<file path="config.mk">
export PLATFORM = sky130hd
export DESIGN_NAME = fifo_ptr_ctrl
export DESIGN_NICKNAME = d
export VERILOG_FILES = /design/src/rtl/fifo_pkg.sv /design/src/rtl/fifo_ptr_cnt.sv /design/src/rtl/fifo_ptr_ctrl.sv
export SDC_FILE = /design/constraint.sdc
export NUM_CORES = 1
export LEC_CHECK = 0
export CORE_UTILIZATION = 53
export CTS_CLUSTER_SIZE = 30
export DETAILED_ROUTE_END_ITERATION = 6
export GPL_TIMING_DRIVEN = 0
export PLACE_DENSITY = 0.82
export SLEW_MARGIN = 5
export SYNTH_ARGS = -nofsm -noshare
export SYNTH_HDL_FRONTEND = slang
export SYNTH_SLANG_ARGS = --single-unit
</file>
<file path="constraint.sdc">
create_clock -name clk -period 4.85 [get_ports clk]
set_clock_uncertainty 0.05 [all_clocks]
set_input_delay 0.7275 -clock clk [delete_from_list [all_inputs] [get_ports clk]]
set_output_delay 0.7275 -clock clk [all_outputs]
set_load 0.1 [all_outputs]
</file>
<file path="src/rtl/fifo_pkg.sv">
// ---------------------------------------------------------------------------
// fifo_pkg
// Shared constants and sizing helpers for the FIFO pointer controller.
//   ADDR_W_DEF : default RAM address width
//   PTR_W_DEF  : default pointer width (address + wrap bit)
//   ptr_t      : pointer type at the default width
//   ptr_width  : pointer width for a given address width
//   fifo_depth : number of RAM entries for a given address width
// ---------------------------------------------------------------------------
package fifo_pkg;

    localparam int unsigned ADDR_W_DEF = 12;
    localparam int unsigned PTR_W_DEF  = ADDR_W_DEF + 1;

    typedef logic [PTR_W_DEF-1:0] ptr_t;

    function automatic int unsigned ptr_width(input int unsigned aw);
        return aw + 1;
    endfunction

    function automatic int unsigned fifo_depth(input int unsigned aw);
        return 32'd1 << aw;
    endfunction

endpackage

</file>
<file path="src/rtl/fifo_ptr_cnt.sv">
// ---------------------------------------------------------------------------
// fifo_ptr_cnt
// Plain binary pointer register (address bits plus wrap bit).
//   i_clk      : clock
//   i_rst      : synchronous active-high reset to 0
//   i_clr      : synchronous clear to 0
//   i_load     : load i_load_val
//   i_load_val : value loaded when i_load is high
//   i_inc      : increment by one, wrapping modulo 2**W
//   o_ptr      : current pointer value
// Priority: reset > clear > load > increment.
// ---------------------------------------------------------------------------
module fifo_ptr_cnt
    import fifo_pkg::*;
#(
    parameter int unsigned W = PTR_W_DEF
) (
    input  logic         i_clk,
    input  logic         i_rst,
    input  logic         i_clr,
    input  logic         i_load,
    input  logic [W-1:0] i_load_val,
    input  logic         i_inc,
    output logic [W-1:0] o_ptr
);

    logic [W-1:0] r_ptr;

    always_ff @(posedge i_clk) begin
        if (i_rst || i_clr) begin
            r_ptr <= '0;
        end else if (i_load) begin
            r_ptr <= i_load_val;
        end else if (i_inc) begin
            r_ptr <= r_ptr + 1'b1;
        end
    end

    assign o_ptr = r_ptr;

endmodule

</file>
<file path="src/rtl/fifo_ptr_ctrl.sv">
// ---------------------------------------------------------------------------
// fifo_ptr_ctrl
// Read/write pointer controller for an external dual-port RAM. Holds no data.
//   clk, rst        : clock, synchronous active-high reset
//   wr, rd          : write / read requests
//   flush           : synchronous clear of pointers and sticky flags
//   mark, rewind    : save / restore read pointer (only when RETRANSMIT=1)
//   write_address   : RAM write address
//   read_address    : RAM read address
//   fifo_we, fifo_rd: qualified write / read strobes
//   full, empty, almost_full, almost_empty : status
//   count           : occupancy 0..DEPTH
//   overflow, underflow : sticky error flags
// All status is decoded from registered pointers, so no input reaches a flag
// combinationally; only the strobes depend on the current requests.
// ---------------------------------------------------------------------------
module fifo_ptr_ctrl
    import fifo_pkg::*;
#(
    parameter int unsigned ADDR_W     = ADDR_W_DEF,
    parameter int          AF_LEVEL   = int'(fifo_depth(ADDR_W)) - 4,
    parameter int          AE_LEVEL   = 4,
    parameter int          RETRANSMIT = 0
) (
    input  logic              clk,
    input  logic              rst,
    input  logic              wr,
    input  logic              rd,
    input  logic              flush,
    input  logic              mark,
    input  logic              rewind,
    output logic [ADDR_W-1:0] write_address,
    output logic [ADDR_W-1:0] read_address,
    output logic              fifo_we,
    output logic              fifo_rd,
    output logic              full,
    output logic              empty,
    output logic              almost_full,
    output logic              almost_empty,
    output logic [ADDR_W:0]   count,
    output logic              overflow,
    output logic              underflow
);

    localparam int unsigned   PW      = ptr_width(ADDR_W);
    localparam logic [PW-1:0] DEPTH_V = PW'(fifo_depth(ADDR_W));
    localparam logic [PW-1:0] AF_V    = PW'(AF_LEVEL);
    localparam logic [PW-1:0] AE_V    = PW'(AE_LEVEL);
    localparam logic          RT      = (RETRANSMIT != 0);

    logic [PW-1:0] w_wr_ptr;
    logic [PW-1:0] w_rd_ptr;
    logic [PW-1:0] w_mark_ptr;
    logic [PW-1:0] w_base_ptr;
    logic [PW-1:0] w_count;
    logic [PW-1:0] w_used;
    logic          w_mark_en;
    logic          w_rewind_en;
    logic          w_full;
    logic          w_empty;
    logic          w_we;
    logic          w_rd;
    logic          r_overflow;
    logic          r_underflow;

    assign w_mark_en   = RT & mark;
    assign w_rewind_en = RT & rewind;

    // In retransmit mode space is only freed once the mark moves past it.
    assign w_base_ptr = RT ? w_mark_ptr : w_rd_ptr;
    assign w_count    = w_wr_ptr - w_rd_ptr;
    assign w_used     = w_wr_ptr - w_base_ptr;

    assign w_empty = (w_count == '0);
    assign w_full  = (w_used == DEPTH_V);

    assign w_rd = rd & ~w_empty & ~w_rewind_en & ~flush;
    // A read at full frees a slot in the same cycle only when reads are final.
    assign w_we = wr & ~flush & (~w_full | (w_rd & ~RT));

    fifo_ptr_cnt #(.W(PW)) u_wr_ptr (
        .i_clk      (clk),
        .i_rst      (rst),
        .i_clr      (flush),
        .i_load     (1'b0),
        .i_load_val ('0),
        .i_inc      (w_we),
        .o_ptr      (w_wr_ptr)
    );

    fifo_ptr_cnt #(.W(PW)) u_rd_ptr (
        .i_clk      (clk),
        .i_rst      (rst),
        .i_clr      (flush),
        .i_load     (w_rewind_en),
        .i_load_val (w_mark_ptr),
        .i_inc      (w_rd),
        .o_ptr      (w_rd_ptr)
    );

    // Mark captures the pre-increment read pointer; rewind suppresses it.
    fifo_ptr_cnt #(.W(PW)) u_mark_ptr (
        .i_clk      (clk),
        .i_rst      (rst),
        .i_clr      (flush),
        .i_load     (w_mark_en & ~w_rewind_en),
        .i_load_val (w_rd_ptr),
        .i_inc      (1'b0),
        .o_ptr      (w_mark_ptr)
    );

    always_ff @(posedge clk) begin
        if (rst || flush) begin
            r_overflow  <= 1'b0;
            r_underflow <= 1'b0;
        end else begin
            if (wr && w_full && !w_we) begin
                r_overflow <= 1'b1;
            end
            if (rd && w_empty) begin
                r_underflow <= 1'b1;
            end
        end
    end

    assign write_address = w_wr_ptr[ADDR_W-1:0];
    assign read_address  = w_rd_ptr[ADDR_W-1:0];
    assign fifo_we       = w_we;
    assign fifo_rd       = w_rd;
    assign full          = w_full;
    assign empty         = w_empty;
    assign almost_full   = (w_count >= AF_V);
    assign almost_empty  = (w_count <= AE_V);
    assign count         = w_count;
    assign overflow      = r_overflow;
    assign underflow     = r_underflow;

endmodule

</file>
* Word level (Yosys, flattened, before mapping)
Index checks and enable logic that the tools add are counted. W data, S select, Z words.
Storage, ports and cells: bits in registers 28, bits of input ports 7, output and inout bits 45, logic and storage cells 24
Cells by class: $add $sub $neg 3, order comparisons 2, equal/unequal tests 1, bitwise operators 8, reduce and logical (&&, ||, !) cells 6
Operators with widths (number):
- $add A13 B1 Y13 const B | 2
- $eq A13 B13 Y1 const B | 1
- $ge A13 B12 Y1 const B | 1
- $le A13 B3 Y1 const B | 1
- $logic_not A13 Y1 | 1
- $sub A13 B13 Y13 | 1
- $and A1 B1 Y1 | 4
- $logic_and A1 B1 Y1 | 3
- $not A1 Y1 | 3
- $logic_not A1 Y1 | 1
- $logic_or A1 B1 Y1 | 1
- $or A1 B1 Y1 | 1

* Depth between registers and ports, before layout
Gate-level depths: netlist (run 1).
depth in word-level cells 9, depth in mapped cells 13, depth with buffers taken out 12

* Hierarchy
From an unflattened synthesis (run 1), not the netlist that was laid out.
Unflattened totals: cell total of the unflattened synthesis 372, area, all modules 2971.6 µm²
By module, submodules not included:
- fifo_ptr_cnt | instances 3, cells an instance 80, area each 675.6 µm², seq. area each 260.2 µm²
- fifo_ptr_ctrl | instances 1, cells an instance 132, area each 944.7 µm², seq. area each 40.0 µm²

* Worst setup path before layout (run 1)
Ideal clock, no wire load.
kind flip-flop to output port, start register u_wr_ptr.r_ptr[0], in the netlist u_wr_ptr.o_ptr[0], end output almost_empty, data arrival time 7.535 ns, data required time 4.073 ns, path slack -3.463 ns, stages on the path, launching flop included 10, path buffers 0, cells stage by stage dfxtp_1 -> inv_1 -> ha_1 -> fa_1 -> nand2b_1 -> a221oi_2 -> or3_1 -> nand3_2 -> or3_4 -> a2111oi_0
On the way: word-level cells in the longest chain between the ends 2
RTL lines:
- start: declaration | RTL line fifo_ptr_cnt.sv:27 | logic [W-1:0] r_ptr;
- start signal: assignment | RTL line fifo_ptr_cnt.sv:33 | r_ptr <= i_load_val;
- start signal: assignment | RTL line fifo_ptr_cnt.sv:35 | r_ptr <= r_ptr + 1'b1;
- $sub A13 B13 Y13 | RTL line fifo_ptr_ctrl.sv:71 | assign w_count = w_wr_ptr - w_rd_ptr;
- named net count[10] | RTL line fifo_ptr_ctrl.sv:40 | output logic [ADDR_W:0] count,
- $le A13 B3 Y1 | RTL line fifo_ptr_ctrl.sv:133 | assign almost_empty = (w_count <= AE_V);
- end: declaration | RTL line fifo_ptr_ctrl.sv:39 | output logic almost_empty,
The timed path passes the listed nets, and every way through them passes these cells.

* Worst setup path in the final report (run 1)
start register u_wr_ptr.r_ptr[0], in the netlist u_wr_ptr.o_ptr[0], end output fifo_we
On the way: word-level cells in the longest chain between the ends 7, elaborated cells between the ends (all ways) 9, those cells by class add/sub: 1; eq/ne: 1; bitwise: 6; reduce/logical: 1
RTL lines:
- $sub A13 B13 Y13 * | RTL line fifo_ptr_ctrl.sv:71, fifo_ptr_ctrl.sv:72
- $logic_not A13 Y1 | RTL line fifo_ptr_ctrl.sv:74 | assign w_empty = (w_count == '0);
- $not A1 Y1 | RTL line fifo_ptr_ctrl.sv:77 | assign w_rd = rd & ~w_empty & ~w_rewind_en & ~flush;
- $and A1 B1 Y1 (2 in a row) | RTL line fifo_ptr_ctrl.sv:77
- $or A1 B1 Y1 * | RTL line fifo_ptr_ctrl.sv:79 | assign w_we = wr & ~flush & (~w_full | (w_rd & ~RT));
- $and A1 B1 Y1 * | RTL line fifo_ptr_ctrl.sv:79
- end: declaration | RTL line fifo_ptr_ctrl.sv:34 | output logic fifo_we,
Every way passes the cells marked *; elsewhere a longest branch is shown, timed or not.

==> results of run 1 <==
==> worst paths after layout <==
path,depth (start not counted),to,slack [ns],from
max,13,fifo_we,0.14,u_wr_ptr.o_ptr[0]$_SDFFE_PP0P_
min reg2reg,2,underflow$_SDFFE_PP0P_,0.44,underflow$_SDFFE_PP0P_
min,2,underflow$_SDFFE_PP0P_,0.44,underflow$_SDFFE_PP0P_
max reg2reg,12,u_wr_ptr.o_ptr[0]$_SDFFE_PP0P_,1.21,u_wr_ptr.o_ptr[0]$_SDFFE_PP0P_
==> power breakdown <==
group / internal, µW / switching (µW) / leakage, µW
Clock: 55.9 / 72.3 / 0.0000216
Combinational: 77.2 / 220 / 0.00110
Sequential: 232 / 2.37 / 0.000226
Total: 365 / 294 / 0.00135
==> worst max-delay path: cells and delay by family, from the launching register on <==
kind,cells,cell delay (ns)
compound gates,2,0.63
xor+xnor,1,0.11
fa+ha+maj,2,0.62
buf+inv,3,0.57
flops,1,0.39
simple gates,5,1.31
==> per-stage QoR <==
| stage | area [µm²] | util (%) | hold slack (ns) | power, µW |
|---|---|---|---|---|
| finish | 3290 | 69.2 | 0.439 | 659 |
| global route | 3290 | 69.2 | 0.488 | 683 |
| CTS | 3280 | 69.0 | 0.438 | 656 |
| detailed placement | 3250 | 68.3 | 0.417 | 539 |
| global placement | 3250 | 68.3 | 0.404 | 538 |
| floorplan | 2670 | - | 0.422 | 476 |
==> registers in the layout (all words and copies together), names as in the netlist <==
register        cells
overflow            1
u_rd_ptr.o_ptr     13
u_wr_ptr.o_ptr     13
underflow           1
==> what timing repair did <==
action | 4_1_cts | 5_1_grt
endpoints found under the hold margin | 0 | 0
hold buffers | 0 | 0
pin swaps | 0 | 2
setup buffers | 0 | 1
resized for setup | 12 | 11
setup endpoints to repair | 6 | 6
gates cloned | 0 | 0
==> cell families (layout without fill, tap and decap cells) <==
family / count (synthesis) / count (layout) / share of synthesized area [%]
xor gates and xnor gates: 9 / 9 / 3.28
buffers and inverters: 60 / 113 / 13.2
and+or+nand+nor: 131 / 131 / 29.5
muxes: 5 / 5 / 1.90
DFF: 28 / 28 / 21.3
AOI/OAI and AO/OA: 87 / 87 / 23.3
adders and majority gates: 15 / 15 / 7.42
==> per-layer routing <==
| metal | vias up | track usage, % | routed length [µm] |
|---|---|---|---|
| met2 | 79 | 44.3 | 3260 |
| met1 | 1258 | 34.9 | 3230 |
| li1 | 1342 | - | - |
| met3 | 7 | 1.53 | 238 |
| met4 | 0 | 8.71 | 96 |
| met5 | - | 0 | 0 |
==> final cells by class <==
cell class | instances | area [µm²]
inverter | 24 | 90.1
tap | 67 | 83.8
clock buffer | 3 | 41.3
timing repair buffer | 50 | 480
fill | 416 | 1460
multi-input combinational | 247 | 1780
sequential | 28 | 562
buffer | 36 | 258
==> synth_stat cells, types with 6 or more instances <==
master    number
o211ai_1       7
o21ai_0       10
nand3_1       10
or3_1         16
ha_1          14
nor3_1         7
a21oi_1       20
nand2_1       28
clkbuf_1       6
inv_1         23
nand2b_1       6
dfxtp_1       28
and3_1         6
nand4_1       11
buf_4         24
nor2_1        14
or4_1          7
==> flow_summary.json, run 1 <==
{
  "async_flop_share_pct": 0,
  "crit_fanout": 10,
  "p_leak_uw": 0.00135,
  "fin_crit_sh_pct": 97.1,
  "vias_per_cell": 5.90,
  "nNetsFinal": 412,
  "cts_max_level": 1,
  "critPathMaxStageDelay_ns": 0.48,
  "critPathKind": "flop to output pin",
  "cap_violations": 0,
  "drt-pass1-iter-count": 4,
  "io_buffers": 49,
  "status": "finished clean",
  "syn_area_mm2": 0.00263,
  "syn_to_final_growth_pct": 25.2,
  "finalSetupTns_ns": 0,
  "slew_headroom_pct": 34.6,
  "startpoint_type": "flop",
  "clock-sinks": 28,
  "powerDensity_mw_per_mm2": 200,
  "grt_max_degree": 15,
  "dieArea_mm2": 0.00525,
  "yosysTopAreaCell": "dfxtp_1",
  "synth_edf_count": 0,
  "yosys.area.top_type_share_pct": 21.3,
  "grt_pass1_vias": 2348,
  "num_rows": 25,
  "cp.required_ns": 4.07,
  "ys_types": 69,
  "clk_pin_slew_ns": 0.09,
  "final_layout_size_suffix_gt1_share_pct": 16.8,
  "setup_viol": 0,
  "core-area_mm2": 0.00475,
  "placedCellCount": 451,
  "crit_chain": "inv_1 -> ha_1 -> fa_1 -> nand2b_1 -> a221oi_4 -> o21ba_2 -> xor2_4 -> or3_4 -> nor4b_4 -> buf_6 -> or2b_4 -> nor2_2 -> clkbuf_4",
  "grt_usage_pct": 26.0,
  "drc": 0,
  "place_congestion": 0.936,
  "end_kind": "output pin",
  "die_width_um": 72.4,
  "diodes": 0,
  "max_freq_mhz": 212,
  "synth_flop_cell": "dfxtp_1",
  "worstPathArrival_ns": 3.93,
  "tightest_slew_ns": 0.978,
  "fp.dieH_um": 72.4,
  "grt_pass1_wl_um": 10700,
  "clockBufferDepth": 2,
  "vias": 2686,
  "insertion_delay_ns": 0.27,
  "pre_cts_slack_ns": -0.315,
  "initial_core_util_pct": 55.3,
  "grt_remaining_overflow": 0,
  "synth_cells": 335,
  "synth_nets": 357,
  "ioPinCount": 52,
  "initialDrtViolationCount": 160,
  "hold_violations": 0,
  "cts_tree": "done",
  "hpwlAfterDp_um": 5410,
  "drv_slew": 0,
  "final_common_cell": "clkdlybuf4s50_1",
  "layout_min_cycle_time_ns": 4.71,
  "yosys_warnings": 0,
  "ys_ff_latch": 28,
  "seq_area_frac_synth_pct": 21.3,
  "synthTopCellsByArea": "dfxtp_1 21%, buf_4 6.9%, ha_1 6.7%, nand2_1 4.0%, a21oi_1 3.8%",
  "layout_common_cells": "43 x clkdlybuf4s50_1, 28 x nand2_1, 27 x dfxtp_1, 25 x buf_4, 23 x inv_1",
  "syn_area_per_cell_um2": 7.85,
  "layoutNonFillerInstCount": 455,
  "cts_root_buffer": "clkbuf_8",
  "layout_setup_ws_ns": 0.142,
  "wire_per_inst_um": 15.0,
  "crit_path_top_delay_cell": "nor4b_4",
  "routed_wl_um": 6830,
  "ir_drop_mv": 0.142,
  "cts_made_buffers": 3,
  "antenna_found_initial": 0,
  "final_antenna_net_count": 0,
  "min_path_type": "flop to flop"
}
Note: power is estimated with default switching activity, not from simulation.
==> run 2, diff against run 1 <==
- CELL_PAD_IN_SITES_DETAIL_PLACEMENT: default -> 1
- CELL_PAD_IN_SITES_GLOBAL_PLACEMENT: default -> 1
- CORE_UTILIZATION: 53 -> 38
- PLACE_DENSITY: 0.82 -> 0.8
- SKIP_CTS_REPAIR_TIMING: default -> 1
==> flow_summary.json, run 2 (same netlist as run 1, synthesis figures left out) <==
{
  "hpwlAfterDp_um": 6580,
  "io_buffers": 49,
  "clockBufferDepth": 2,
  "grt.busiest_layer": "met2",
  "antenna_found_initial": 0,
  "clk_pin_slew_ns": 0.10,
  "num_rows": 29,
  "layout_common_cells": "43 x clkdlybuf4s50_1, 28 x nand2_1, 27 x buf_4, 27 x dfxtp_1, 23 x inv_1",
  "cts_root_buffer": "clkbuf_8",
  "cap_violations": 0,
  "initial_core_util_pct": 40.3,
  "grt_pass1_wl_um": 13600,
  "min_path_type": "flop to flop",
  "hold_violations": 0,
  "end_kind": "output pin",
  "tightest_slew_ns": 0.986,
  "dieArea_mm2": 0.00726,
  "ir_drop_mv": 0.177,
  "worstPathArrival_ns": 3.94,
  "grt_pass1_vias": 2759,
  "cp.required_ns": 4.07,
  "cts_made_buffers": 3,
  "routed_wl_um": 8440,
  "layout_min_cycle_time_ns": 4.72,
  "fp.dieH_um": 85.2,
  "setup_viol": 0,
  "vias_per_cell": 5.88,
  "powerDensity_mw_per_mm2": 219,
  "layout_setup_ws_ns": 0.135,
  "met1_usage_pct": 30.3,
  "nNetsFinal": 414,
  "wire_per_inst_um": 18.0,
  "use_met2_pct": 41.8,
  "cts_tree": "done",
  "num-fill-cells": 804,
  "drc": 0,
  "crit_fanout": 10,
  "startpoint_type": "flop",
  "core-area_mm2": 0.00653,
  "rrSetupSlack_ns": 1.22,
  "grt_max_degree": 17,
  "grt_usage_pct": 23.4,
  "p_leak_uw": 0.00141,
  "fin_crit_sh_pct": 97.2,
  "status": "finished clean",
  "drt-pass1-iter-count": 4,
  "power_uw": 735,
  "final_common_cell": "clkdlybuf4s50_1",
  "grt_remaining_overflow": 0,
  "post-route-util_pct": 51.5,
  "final_antenna_net_count": 0,
  "vias": 2751,
  "insertion_delay_ns": 0.29,
  "syn_to_final_growth_pct": 27.8,
  "max_freq_mhz": 212,
  "cts_max_level": 1,
  "initialDrtViolationCount": 98,
  "clock-sinks": 28,
  "ioPinCount": 52,
  "diodes": 0,
  "place_congestion": 0.858,
  "die_width_um": 85.2,
  "slew_headroom_pct": 34.2,
  "drv_slew": 0,
  "pre_cts_slack_ns": -0.327,
  "use_met3_pct": 1.95,
  "critPathKind": "flop to output pin",
  "final_layout_size_suffix_gt1_share_pct": 16.9
}
run 2: changes by cell type in the layout (fill, tap and decap cells not counted):
cell	before	now
buf_2	3	2
clkdlybuf4s15_2	1	0
dlygate4sd2_1	1	0
buf_4	25	27
bufinv_16	0	1
dlymetal6s2s_1	0	3
run 2: cell type report:
type                            instances  area, µm²  area share (%)
Inverter                               24       90.1            2.68
Clock inverter                          1       30.0           0.893
Buffer                                 36        258            7.67
Timing Repair Buffer                   52        508            15.1
Tap cell                               77       96.3            2.87
Multi-Input combinational cell        247       1780            52.8
Sequential cell                        28        562            16.7
Clock buffer                            3       41.3            1.23
run 2: routing by layer:
metal	up-vias	wire length, µm	part of all wire [%]
met5	-	0	0
met4	0	163	1.9
met3	16	224	2.7
met2	65	4160	49
met1	1329	3890	46
li1	1341	-	-
run 2: power breakdown:
part | switching [µW] | internal [µW]
clock | 79.5 | 111
sequential | 2.83 | 232
combinational | 226 | 83.7
total | 308 | 426
run 2: per-stage QoR:
step | TNS (ns) | area [µm²] | std cells | hold WS, ns
floorplan | -0.167 | 2670 | 335 | 0.422
global placement | -0.552 | 3260 | 461 | 0.412
finish | 0 | 3360 | 468 | 0.472
CTS | -2.53 | 3330 | 465 | 0.482
global route | -0.0102 | 3360 | 468 | 0.495
detailed placement | -0.625 | 3260 | 461 | 0.454
run 2: path summary, 6_finish.rpt:
kind | start | endpoint | cells after the start
hold reg to reg | u_wr_ptr.o_ptr[0]$_SDFFE_PP0P_ | u_wr_ptr.o_ptr[0]$_SDFFE_PP0P_ | 2
setup / recovery | u_wr_ptr.o_ptr[0]$_SDFFE_PP0P_ | fifo_rd | 13
hold / removal | u_wr_ptr.o_ptr[0]$_SDFFE_PP0P_ | u_wr_ptr.o_ptr[0]$_SDFFE_PP0P_ | 2
setup reg to reg | u_wr_ptr.o_ptr[0]$_SDFFE_PP0P_ | u_wr_ptr.o_ptr[11]$_SDFFE_PP0P_ | 12
run 2: critical path, cell delays in order, from the launching register on:
cell	delay, ns
dfxtp_2	0.40
inv_1	0.07
ha_1	0.26
fa_1	0.41
nand2b_1	0.24
a221oi_4	0.37
o21ba_2	0.28
xor2_4	0.12
or3_4	0.45
nor4_4	0.28
buf_4	0.19
buf_6	0.15
nor2_2	0.07
clkbuf_2	0.37
